`src/rtl/int_accum_pkg.sv`:
```
// Shared definitions for the int_accum_sync block: dual-rail rail codes,
// FSM state encoding and dual-rail helper functions.
// The helpers work on a fixed maximum width (DR_MAX_W bits per word).
// Callers zero-extend narrower words; zero rails read as null.
package int_accum_pkg;

    typedef logic [1:0] rail_t;

    localparam rail_t RAIL_NULL = 2'b00;
    localparam rail_t RAIL_F    = 2'b01;
    localparam rail_t RAIL_T    = 2'b10;
    localparam rail_t RAIL_ILL  = 2'b11;

    localparam int unsigned DR_MAX_W = 64;

    typedef enum logic [1:0] {
        S_IN_WAIT = 2'b00,
        S_IN_ACK  = 2'b01,
        S_OUT_VAL = 2'b10,
        S_OUT_RTZ = 2'b11
    } state_t;

    // Single-rail word to dual-rail word: one rail pair per bit.
    function automatic logic [2*DR_MAX_W-1:0] dr_encode(input logic [DR_MAX_W-1:0] word);
        logic [2*DR_MAX_W-1:0] enc;
        enc = {(2*DR_MAX_W){1'b0}};
        for (int unsigned i = 0; i < DR_MAX_W; i++) begin
            if (word[i]) begin
                enc[2*i +: 2] = RAIL_T;
            end else begin
                enc[2*i +: 2] = RAIL_F;
            end
        end
        return enc;
    endfunction

    // True when each of the low nbits rail pairs carries a legal data code.
    function automatic logic dr_complete(input logic [2*DR_MAX_W-1:0] vec,
                                         input int unsigned nbits);
        logic ok;
        ok = 1'b1;
        for (int unsigned i = 0; i < DR_MAX_W; i++) begin
            if ((i < nbits) &&
                ((vec[2*i +: 2] == RAIL_NULL) || (vec[2*i +: 2] == RAIL_ILL))) begin
                ok = 1'b0;
            end else begin
                ok = ok;
            end
        end
        return ok;
    endfunction

    // True when every one of the low nbits rail pairs is null.
    function automatic logic dr_is_null(input logic [2*DR_MAX_W-1:0] vec,
                                        input int unsigned nbits);
        logic all_null;
        all_null = 1'b1;
        for (int unsigned i = 0; i < DR_MAX_W; i++) begin
            if ((i < nbits) && (vec[2*i +: 2] != RAIL_NULL)) begin
                all_null = 1'b0;
            end else begin
                all_null = all_null;
            end
        end
        return all_null;
    endfunction

    // True when any of the low nbits rail pairs carries the illegal code.
    function automatic logic dr_has_ill(input logic [2*DR_MAX_W-1:0] vec,
                                        input int unsigned nbits);
        logic ill;
        ill = 1'b0;
        for (int unsigned i = 0; i < DR_MAX_W; i++) begin
            if ((i < nbits) && (vec[2*i +: 2] == RAIL_ILL)) begin
                ill = 1'b1;
            end else begin
                ill = ill;
            end
        end
        return ill;
    endfunction

endpackage

```
`src/rtl/int_accum_sync_sync.sv`:
```
// Multi-bit flop-chain synchronizer, used on every incoming rail and on
// the consumer acknowledge. All stages clear to 0 (dual-rail null).
module dr_sync #(
    parameter int unsigned W      = 1,
    parameter int unsigned STAGES = 2
) (
    input  logic         clk,
    input  logic         rst_n,
    input  logic [W-1:0] d,
    output logic [W-1:0] q
);

    logic [W-1:0] stage_r [STAGES];

    // Shift the asynchronous input through the synchronizer chain.
    always_ff @(posedge clk or negedge rst_n) begin
        if (!rst_n) begin
            for (int i = 0; i < int'(STAGES); i++) begin
                stage_r[i] <= {W{1'b0}};
            end
        end else begin
            stage_r[0] <= d;
            for (int i = 1; i < int'(STAGES); i++) begin
                stage_r[i] <= stage_r[i-1];
            end
        end
    end

    assign q = stage_r[STAGES-1];

endmodule

```
`src/rtl/int_accum_sync.sv`:
```
// int_accum_sync: clocked multi-operand unsigned accumulator with dual-rail
// 4-phase return-to-zero channels on input and output.
// OPS operands are taken one per handshake. Each group yields one
// dual-rail sum plus a dual-rail overflow flag.
// Optional build macro INT_ACCUM_SAT_EN: the accumulator saturates to all
// ones on carry instead of wrapping.
// After reset the producer must show a genuine null before the next word is
// accepted, so a word left on the bus across reset is never captured.
module int_accum_sync
    import int_accum_pkg::*;
#(
    parameter int unsigned WIDTH       = 8,
    parameter int unsigned OPS         = 4,
    parameter int unsigned SYNC_STAGES = 2
) (
    input  logic                  clk,
    input  logic                  rst,
    input  logic [WIDTH-1:0][1:0] a,
    output logic                  ack_o,
    input  logic                  ack_i,
    output logic [WIDTH-1:0][1:0] s,
    output logic [1:0]            c_out,
    output logic                  err
);

    localparam int unsigned CNT_W  = $clog2(OPS + 1);
    localparam int unsigned WARM_W = $clog2(SYNC_STAGES + 1);

    logic [2*WIDTH-1:0]    a_flat_s;
    logic [2*WIDTH-1:0]    a_sync_s;
    logic [2*WIDTH-1:0]    a_prev_r;
    logic [2*DR_MAX_W-1:0] a_wide_s;
    logic                  ack_i_sync_s;

    logic [WIDTH-1:0]      word_s;
    logic [WIDTH:0]        sum_s;
    logic [WIDTH-1:0]      acc_r;
    logic [WIDTH-1:0]      acc_nx_s;
    logic                  ovf_r;
    logic                  ovf_nx_s;
    logic [CNT_W-1:0]      cnt_r;
    logic [CNT_W-1:0]      cnt_nx_s;
    state_t                state_r;
    state_t                state_nx_s;
    logic                  armed_r;
    logic                  armed_nx_s;
    logic [WARM_W-1:0]     warm_r;
    logic                  warm_done_s;

    logic                  ill_s;
    logic                  null_s;
    logic                  complete_s;
    logic [2*DR_MAX_W-1:0] acc_enc_s;

    logic                  ack_o_r;
    logic [2*WIDTH-1:0]    s_r;
    rail_t                 c_out_r;
    logic                  err_r;

    assign a_flat_s = a;

    dr_sync #(.W(2*WIDTH), .STAGES(SYNC_STAGES)) u_sync_a (
        .clk   (clk),
        .rst_n (rst),
        .d     (a_flat_s),
        .q     (a_sync_s)
    );

    dr_sync #(.W(1), .STAGES(SYNC_STAGES)) u_sync_ack (
        .clk   (clk),
        .rst_n (rst),
        .d     (ack_i),
        .q     (ack_i_sync_s)
    );

    // Word qualification: legal and unchanged over two samples, or fully null.
    assign a_wide_s    = (2*DR_MAX_W)'(a_sync_s);
    assign ill_s       = dr_has_ill(a_wide_s, WIDTH);
    assign null_s      = dr_is_null(a_wide_s, WIDTH);
    assign complete_s  = dr_complete(a_wide_s, WIDTH) && (a_sync_s == a_prev_r);
    assign warm_done_s = (warm_r == WARM_W'(SYNC_STAGES));
    assign acc_enc_s   = dr_encode(DR_MAX_W'(acc_r));

    if (WIDTH < DR_MAX_W) begin : g_pad
        logic enc_unused_s;
        assign enc_unused_s = ^acc_enc_s[2*DR_MAX_W-1:2*WIDTH];
    end

    // Recover the single-rail value from the true rails and form the sum.
    always_comb begin
        word_s = {WIDTH{1'b0}};
        for (int unsigned i = 0; i < WIDTH; i++) begin
            word_s[i] = a_sync_s[2*i+1];
        end
        sum_s = {1'b0, acc_r} + {1'b0, word_s};
    end

    // Next-state and accumulator update for the handshake FSM.
    always_comb begin
        state_nx_s = state_r;
        acc_nx_s   = acc_r;
        ovf_nx_s   = ovf_r;
        cnt_nx_s   = cnt_r;
        armed_nx_s = armed_r;
        case (state_r)
            S_IN_WAIT: begin
                if (complete_s && armed_r) begin
`ifdef INT_ACCUM_SAT_EN
                    acc_nx_s = sum_s[WIDTH] ? {WIDTH{1'b1}} : sum_s[WIDTH-1:0];
`else
                    acc_nx_s = sum_s[WIDTH-1:0];
`endif
                    ovf_nx_s   = ovf_r | sum_s[WIDTH];
                    cnt_nx_s   = cnt_r + CNT_W'(1);
                    armed_nx_s = 1'b0;
                    state_nx_s = S_IN_ACK;
                end else if (null_s && warm_done_s) begin
                    armed_nx_s = 1'b1;
                end else begin
                    armed_nx_s = armed_r;
                end
            end
            S_IN_ACK: begin
                if (null_s) begin
                    armed_nx_s = 1'b1;
                    if (cnt_r == CNT_W'(OPS)) begin
                        state_nx_s = S_OUT_VAL;
                    end else begin
                        state_nx_s = S_IN_WAIT;
                    end
                end else begin
                    state_nx_s = S_IN_ACK;
                end
            end
            S_OUT_VAL: begin
                if (ack_i_sync_s) begin
                    state_nx_s = S_OUT_RTZ;
                end else begin
                    state_nx_s = S_OUT_VAL;
                end
            end
            S_OUT_RTZ: begin
                if (!ack_i_sync_s) begin
                    acc_nx_s   = {WIDTH{1'b0}};
                    ovf_nx_s   = 1'b0;
                    cnt_nx_s   = {CNT_W{1'b0}};
                    state_nx_s = S_IN_WAIT;
                end else begin
                    state_nx_s = S_OUT_RTZ;
                end
            end
            default: begin
                state_nx_s = S_IN_WAIT;
            end
        endcase
    end

    // FSM state, accumulator and arming registers.
    always_ff @(posedge clk or negedge rst) begin
        if (!rst) begin
            state_r <= S_IN_WAIT;
            acc_r   <= {WIDTH{1'b0}};
            ovf_r   <= 1'b0;
            cnt_r   <= {CNT_W{1'b0}};
            armed_r <= 1'b0;
        end else begin
            state_r <= state_nx_s;
            acc_r   <= acc_nx_s;
            ovf_r   <= ovf_nx_s;
            cnt_r   <= cnt_nx_s;
            armed_r <= armed_nx_s;
        end
    end

    // Previous-sample copy, post-reset warm-up count and sticky error.
    always_ff @(posedge clk or negedge rst) begin
        if (!rst) begin
            a_prev_r <= {(2*WIDTH){1'b0}};
            warm_r   <= {WARM_W{1'b0}};
            err_r    <= 1'b0;
        end else begin
            a_prev_r <= a_sync_s;
            if (!warm_done_s) begin
                warm_r <= warm_r + WARM_W'(1);
            end else begin
                warm_r <= warm_r;
            end
            err_r <= err_r | ill_s;
        end
    end

    // Registered outputs decoded from the current state; whole words only.
    always_ff @(posedge clk or negedge rst) begin
        if (!rst) begin
            ack_o_r <= 1'b0;
            s_r     <= {(2*WIDTH){1'b0}};
            c_out_r <= RAIL_NULL;
        end else begin
            ack_o_r <= (state_r == S_IN_ACK);
            if (state_r == S_OUT_VAL) begin
                s_r     <= acc_enc_s[2*WIDTH-1:0];
                c_out_r <= ovf_r ? RAIL_T : RAIL_F;
            end else begin
                s_r     <= {(2*WIDTH){1'b0}};
                c_out_r <= RAIL_NULL;
            end
        end
    end

    assign ack_o = ack_o_r;
    assign s     = s_r;
    assign c_out = c_out_r;
    assign err   = err_r;

endmodule
```
`config.mk`:
```
export PLATFORM = sky130hd
export DESIGN_NAME = int_accum_sync
export DESIGN_NICKNAME = d
export VERILOG_FILES = /design/src/rtl/int_accum_pkg.sv /design/src/rtl/int_accum_sync_sync.sv /design/src/rtl/int_accum_sync.sv
export SDC_FILE = /design/constraint.sdc
export NUM_CORES = 1
export LEC_CHECK = 0
export CAP_MARGIN = 20
export CORE_MARGIN = 3
export CORE_UTILIZATION = 35
export CTS_BUF_LIST = sky130_fd_sc_hd__clkbuf_16
export DETAILED_ROUTE_END_ITERATION = 10
export HOLD_SLACK_MARGIN = 0.12
export MAX_ROUTING_LAYER = met4
export RECOVER_POWER = 100
export SLEW_MARGIN = 20
export SYNTH_ARGS = -nofsm -noshare
export SYNTH_HDL_FRONTEND = slang
export SYNTH_SLANG_ARGS = --single-unit
```
`constraint.sdc`:
```
create_clock -name clk -period 2.5 [get_ports clk]
set_input_delay 0.625 -clock clk [delete_from_list [all_inputs] [get_ports clk]]
set_output_delay 0.625 -clock clk [all_outputs]
set_load 0.02 [all_outputs]
```
==> results of run 1 <==
[final cells by class]
type | instances | area, µm²
multi-input combinational | 155 | 1130
timing repair buffer | 43 | 395
sequential | 87 | 2180
clock inverter | 7 | 90.1
inverter | 27 | 101
fill | 895 | 5170
clock buffer | 9 | 225
tap | 129 | 161
[state kept, by name, summed over array words and instances (netlist names)]
register	flops
a_prev_r	16
acc_r	8
ack_o	1
armed_r	1
c_out	2
cnt_r	3
err	1
ovf_r	1
s	16
state_r	2
u_sync_a.q	16
u_sync_a.stage_r	16
u_sync_ack.q	1
u_sync_ack.stage_r	1
warm_r	2
[power by group through the flow]
stage	clock network, W	logic [W]	registers (W)
floorplan	0	0.0000528	0.00150
global placement	0	0.000137	0.00150
detailed placement	0	0.000135	0.00150
CTS	0.00142	0.000136	0.00148
global route	0.00148	0.000140	0.00148
finish	0.00139	0.000120	0.00148
[synth_stat cells, types with 3 or more instances]
cell type,number
nor4_1,6
o21ai_0,3
nand3_2,9
inv_1,27
nand2_1,9
dfrtp_1,87
nand3_1,6
nor2_1,24
nor3_1,4
a21oi_1,5
nand4_1,3
xor2_1,19
and2_1,7
o21ai_2,10
ha_1,27
nand2b_1,3
xnor2_1,3
[routing by layer]
layer,global-route usage,wire length [µm]
met2,0.195,2840
met3,0.0340,314
met4,0.0685,255
met5,-,0
met1,0.144,2660
[path summary, 6_finish.rpt]
path | end | slack, ns | cells past startpoint
min | u_sync_a.q[3]$_DFF_PN0_ | 0.35 | 0
max reg2reg | ovf_r$_DFFE_PN0P_ | 0.21 | 9
min in group asynchronous | s[2]$_DFF_PN0_ | 0.42 | 1
min reg2reg | u_sync_a.q[3]$_DFF_PN0_ | 0.35 | 0
max | ovf_r$_DFFE_PN0P_ | 0.21 | 9
max in group asynchronous | u_sync_a.q[4]$_DFF_PN0_ | 0.50 | 2
[logic make-up (layout without fill, tap and decap cells)]
group / after synthesis / count (layout) / synth area share
flops: 87 / 87 / 0.623
simple gates: 76 / 76 / 0.121
buf+inv: 32 / 86 / 0.0387
compound gates: 29 / 29 / 0.0598
fa+ha+maj: 28 / 28 / 0.102
xor+xnor: 22 / 22 / 0.0551
[stage by stage]
stage | hold slack, ns | utilization | cell area, µm² | worst slack, ns | instances
3_5_place_dp | 0.335 | 0.428 | 4050 | 0.213 | 441
6_report | 0.347 | 0.453 | 4280 | 0.210 | 457
5_1_grt | 0.354 | 0.453 | 4280 | 0.0506 | 457
3_3_place_gp | 0.332 | 0.428 | 4050 | 0.253 | 441
2_1_floorplan | 0.329 | - | 3490 | 0.568 | 274
4_1_cts | 0.273 | 0.462 | 4370 | 0.195 | 457
==> results_dict.tcl, run 1 <==
set metrics [dict create \
    clkTransAtPathRegs_ns 0.06 \
    synth_warnings 0 \
    hold_buffers 0 \
    relSlewSlack 0.296 \
    cts_buffers 9 \
    fp.dieArea_um2 11200 \
    period_share 0.916 \
    area_growth_syn_to_layout_pct 22.6 \
    slew_viol_final 0 \
    hold_viol 0 \
    cts_root_buffer "clkbuf_16" \
    endpoint_kind "flip-flop" \
    synthArstFlopShare 1.00 \
    first_pass_iters 4 \
    synth_top_flop_cell "dfrtp_1" \
    final_common_cell "dfrtp_1" \
    hold_class "flip-flop to flip-flop" \
    wl_per_cell_um 13.3 \
    combPwrFrac 0.040 \
    cellPowerDensity_nw_per_um2 696 \
    nNetsFinal 370 \
    cts_max_level 3 \
    cp_max_fo 5 \
    io_pins 39 \
    clock_sinks 87 \
    cp_slowest_cell "dfrtp_1" \
    dpl.hpwl_um 4390 \
    core_area_um2 9460 \
    fin_skew_ns 0.00433 \
    r2r_start "u_sync_a.q[1]$_DFF_PN0_" \
    num_vias 2054 \
    final_antenna_net_count 0 \
    syn_nets 321 \
    ys_seq_area_frac 0.623 \
    startpoint "u_sync_a.q[1]$_DFF_PN0_" \
    worstPathCellList "ha_1 > inv_1 > fa_1 > nand2b_1 > a21oi_1 > o211ai_1 > a21boi_0 > o21bai_1 > a21oi_2" \
    initialDrtViolationCount 57 \
    tritoncts "done" \
    fp.dieH_um 106 \
    finalSetupViolations 0 \
    grt_pass1_wl_um 10400 \
    place_congestion 0.877 \
    grt_max_degree 51 \
    synthTopCellsByArea "dfrtp_1 62%, ha_1 9.7%, xor2_1 4.8%" \
    grt_usage 0.124 \
    grt_pass1_vias 2167 \
    cp.arrival_ns 2.56 \
    status "complete, no violations" \
    maxCapViolCount 0 \
    synth.distinct_cells 34 \
    yosys.area.top_type_share 0.623 \
    switching_share 0.206 \
    path_class "flip-flop to flip-flop" \
    worstMarginPinSlew_ns 1.06 \
    row_count 35 \
    grt.overflow.total 0 \
    synth-edff-count 0 \
    drc 0 \
    final_cell_mix "87 x dfrtp_1, 37 x dlygate4sd3_1, 29 x inv_1" \
    power_frac_clock 0.465 \
    cts_resized 0 \
    required_ns 2.77 \
    syn_inst 274 \
    syn_area_um2 3490 \
    synth_top_area_cell "dfrtp_1" \
    p_seq_frac 0.495 \
    slowest_delay_ns 0.46 \
    start_util 0.369 \
    rsz0062_at_grt "false" \
    peakVddDrop_mv 0.448 \
    internal_power_w 0.00237 \
    antenna_found_initial 0 \
    syn_area_per_cell_um2 12.8 \
    clock_path_buffers 2 \
    worstHoldStart "u_sync_a.stage_r[19]$_DFF_PN0_" \
    p_leak_nw 2.09 \
    clock.fmax_mhz 437 \
    drive_gt1_frac 0.0854 \
    clk_latency_ns 0.33 \
    layout_min_cycle_time_ns 2.29 \
    post_cts_buffers 0 \
    n_antenna_cell 0 \
    synth_seq_cells 87 \
    switchingPower_w 0.000613 \
    timing.setup.tns_ns 0 \
    power_w 0.00298 \
    drt-total-wl_um 6070 \
    cp_num_buf_inv 1 \
    cp-start-kind "flip-flop" \
    die_w_um 106 \
    viasPerCell 4.49 \
    port-buffer-count 38 \
    critPathTopFamily "compound AO/OA/AOI/OAI gates" \
]
Power figures use the tool's default switching activity.
==> run 2: changes to the inputs <==
--- a/config.mk
+++ b/config.mk
@@ -8,7 +8,6 @@
 export CAP_MARGIN = 20
 export CORE_MARGIN = 3
 export CORE_UTILIZATION = 35
-export CTS_BUF_LIST = sky130_fd_sc_hd__clkbuf_16
 export DETAILED_ROUTE_END_ITERATION = 10
 export HOLD_SLACK_MARGIN = 0.12
 export MAX_ROUTING_LAYER = met4
==> run 2 against run 1 <==
Clock power decreased by 25%. Via count decreased by 0.49%. Critical path depth unchanged. Wire length decreased by 0.40%. Clock skew increased by 0.0040 ns. Final cell count unchanged. Sequential share of layout area increased by 1.2 points. Worst hold slack improved by 0.0048 ns.
==> results_dict.tcl, run 2 (synthesis gave the netlist of run 1 again) <==
set metrics [dict create \
    status "complete, no violations" \
    cts_max_level 3 \
    wl_per_cell_um 13.2 \
    switchingPower_w 0.000569 \
    clk_latency_ns 0.35 \
    grt_max_degree 51 \
    start_util 0.369 \
    place_congestion 0.877 \
    grt_usage 0.122 \
    grt.overflow.total 0 \
    relSlewSlack 0.217 \
    cp.arrival_ns 2.59 \
    die_w_um 106 \
    cp_slowest_cell "dfrtp_1" \
    critPathTopFamily "compound AO/OA/AOI/OAI gates" \
    post_cts_buffers 0 \
    drc 0 \
    dr_wl_met3_um 314 \
    multi_input_area_um2 1140 \
    hold_depth 0 \
    rsz0062_at_grt "false" \
    core_area_um2 9460 \
    internal_power_w 0.00206 \
    hold_slack_ns 0.352 \
    place_inst 441 \
    port-buffer-count 38 \
    maxCapViolCount 0 \
    final_common_cell "dfrtp_1" \
    num_vias 2044 \
    p_leak_nw 2.04 \
    fin_cells 457 \
    fin_skew_ns 0.00830 \
    wl_met1_um 2640 \
    hold_class "flip-flop to flip-flop" \
    worstPathCellList "ha_1 > inv_1 > fa_1 > nand2b_1 > a21oi_1 > o211ai_1 > a21boi_0 > o21bai_1 > a21oi_2" \
    clock_sinks 87 \
    fp.dieArea_um2 11200 \
    initialDrtViolationCount 63 \
    cp_num_buf_inv 1 \
    area_growth_syn_to_layout_pct 19.8 \
    dpl.hpwl_um 4390 \
    fillers 905 \
    p_seq_frac 0.560 \
    row_count 35 \
    placement.setup.worst_slack_ns 0.213 \
    power_frac_clock 0.394 \
    setup_slack_ns 0.196 \
    io_pins 39 \
    clkTransAtPathRegs_ns 0.08 \
    switching_share 0.216 \
    n_antenna_cell 0 \
    hold_viol 0 \
    seqCellArea_um2 2180 \
    nNetsFinal 370 \
    layout_min_cycle_time_ns 2.30 \
    finalSetupViolations 0 \
    route.met2.wl_um 2860 \
    clock.fmax_mhz 434 \
    cts_root_buffer "clkbuf_8" \
    drt-total-wl_um 6050 \
    cp_num_cells 9 \
    fp.dieH_um 106 \
    hold_buffers 0 \
    period_share 0.922 \
    cts_resized 0 \
    combPwrFrac 0.046 \
    final_util 0.443 \
    timing.setup.tns_ns 0 \
    slew_viol_final 0 \
    slowest_delay_ns 0.47 \
    required_ns 2.79 \
    endpoint_kind "flip-flop" \
    final_cell_mix "87 x dfrtp_1, 37 x dlygate4sd3_1, 27 x inv_1, 27 x ha_1, 24 x nor2_1" \
    tritoncts "done" \
    path_class "flip-flop to flip-flop" \
    viasPerCell 4.47 \
    antenna_found_initial 0 \
    clock_path_buffers 2 \
    drive_gt1_frac 0.0884 \
    peakVddDrop_mv 0.389 \
    worstMarginPinSlew_ns 1.17 \
    first_pass_iters 4 \
    grt_pass1_wl_um 10300 \
    top_layer_used "met4" \
    cts_buffers 9 \
    cellPowerDensity_nw_per_um2 628 \
    cp-start-kind "flip-flop" \
    r2r_cells 9 \
    grt_pass1_vias 2156 \
    cp_max_fo 5 \
    final_antenna_net_count 0 \
]
[run 2: changes by cell type in the layout (fill, tap and decap cells not counted), sizes merged]
cell    change
inv         -2
buf         -1
clkbuf      +3
[run 2: path summary, 6_finish.rpt]
check                                               startpoint                      end  slack, ns
max in group asynchronous                                  rst    a_prev_r[1]$_DFF_PN0_       0.43
worst min-delay path            u_sync_a.stage_r[19]$_DFF_PN0_  u_sync_a.q[3]$_DFF_PN0_       0.35
worst min register to register  u_sync_a.stage_r[19]$_DFF_PN0_  u_sync_a.q[3]$_DFF_PN0_       0.35
worst max register to register         u_sync_a.q[1]$_DFF_PN0_        ovf_r$_DFFE_PN0P_       0.20
min in group asynchronous                                  rst           s[2]$_DFF_PN0_       0.40
worst max-delay path                   u_sync_a.q[1]$_DFF_PN0_        ovf_r$_DFFE_PN0P_       0.20
[run 2: cell type report]
type | instances | area share
clock buffer | 11 | 0.0314
clock inverter | 5 | 0.0197
inverter | 27 | 0.0242
multi-input combinational | 155 | 0.272
sequential | 87 | 0.520
tap | 129 | 0.0385
timing repair buffer | 43 | 0.0944
[run 2: through the flow]
step,power (W),area (µm²)
3_5_place_dp,0.00164,4050
4_1_cts,0.00269,4260
3_3_place_gp,0.00164,4050
6_report,0.00263,4190
5_1_grt,0.00275,4190
2_1_floorplan,0.00155,3490
[run 2: power by group through the flow]
stage,sequential (W),combinational [W],clock (W)
final,0.00147,0.000120,0.00104
after detailed placement,0.00150,0.000135,0
after floorplan,0.00150,0.0000528,0
after global routing,0.00148,0.000140,0.00113
after global placement,0.00150,0.000137,0
after CTS,0.00147,0.000137,0.00108
[run 2: per-layer routing]
metal	vias to the layer above	track usage
li1	994	-
met1	974	0.142
met2	54	0.194
met3	22	0.0358
met4	0	0.0601
met5	-	-
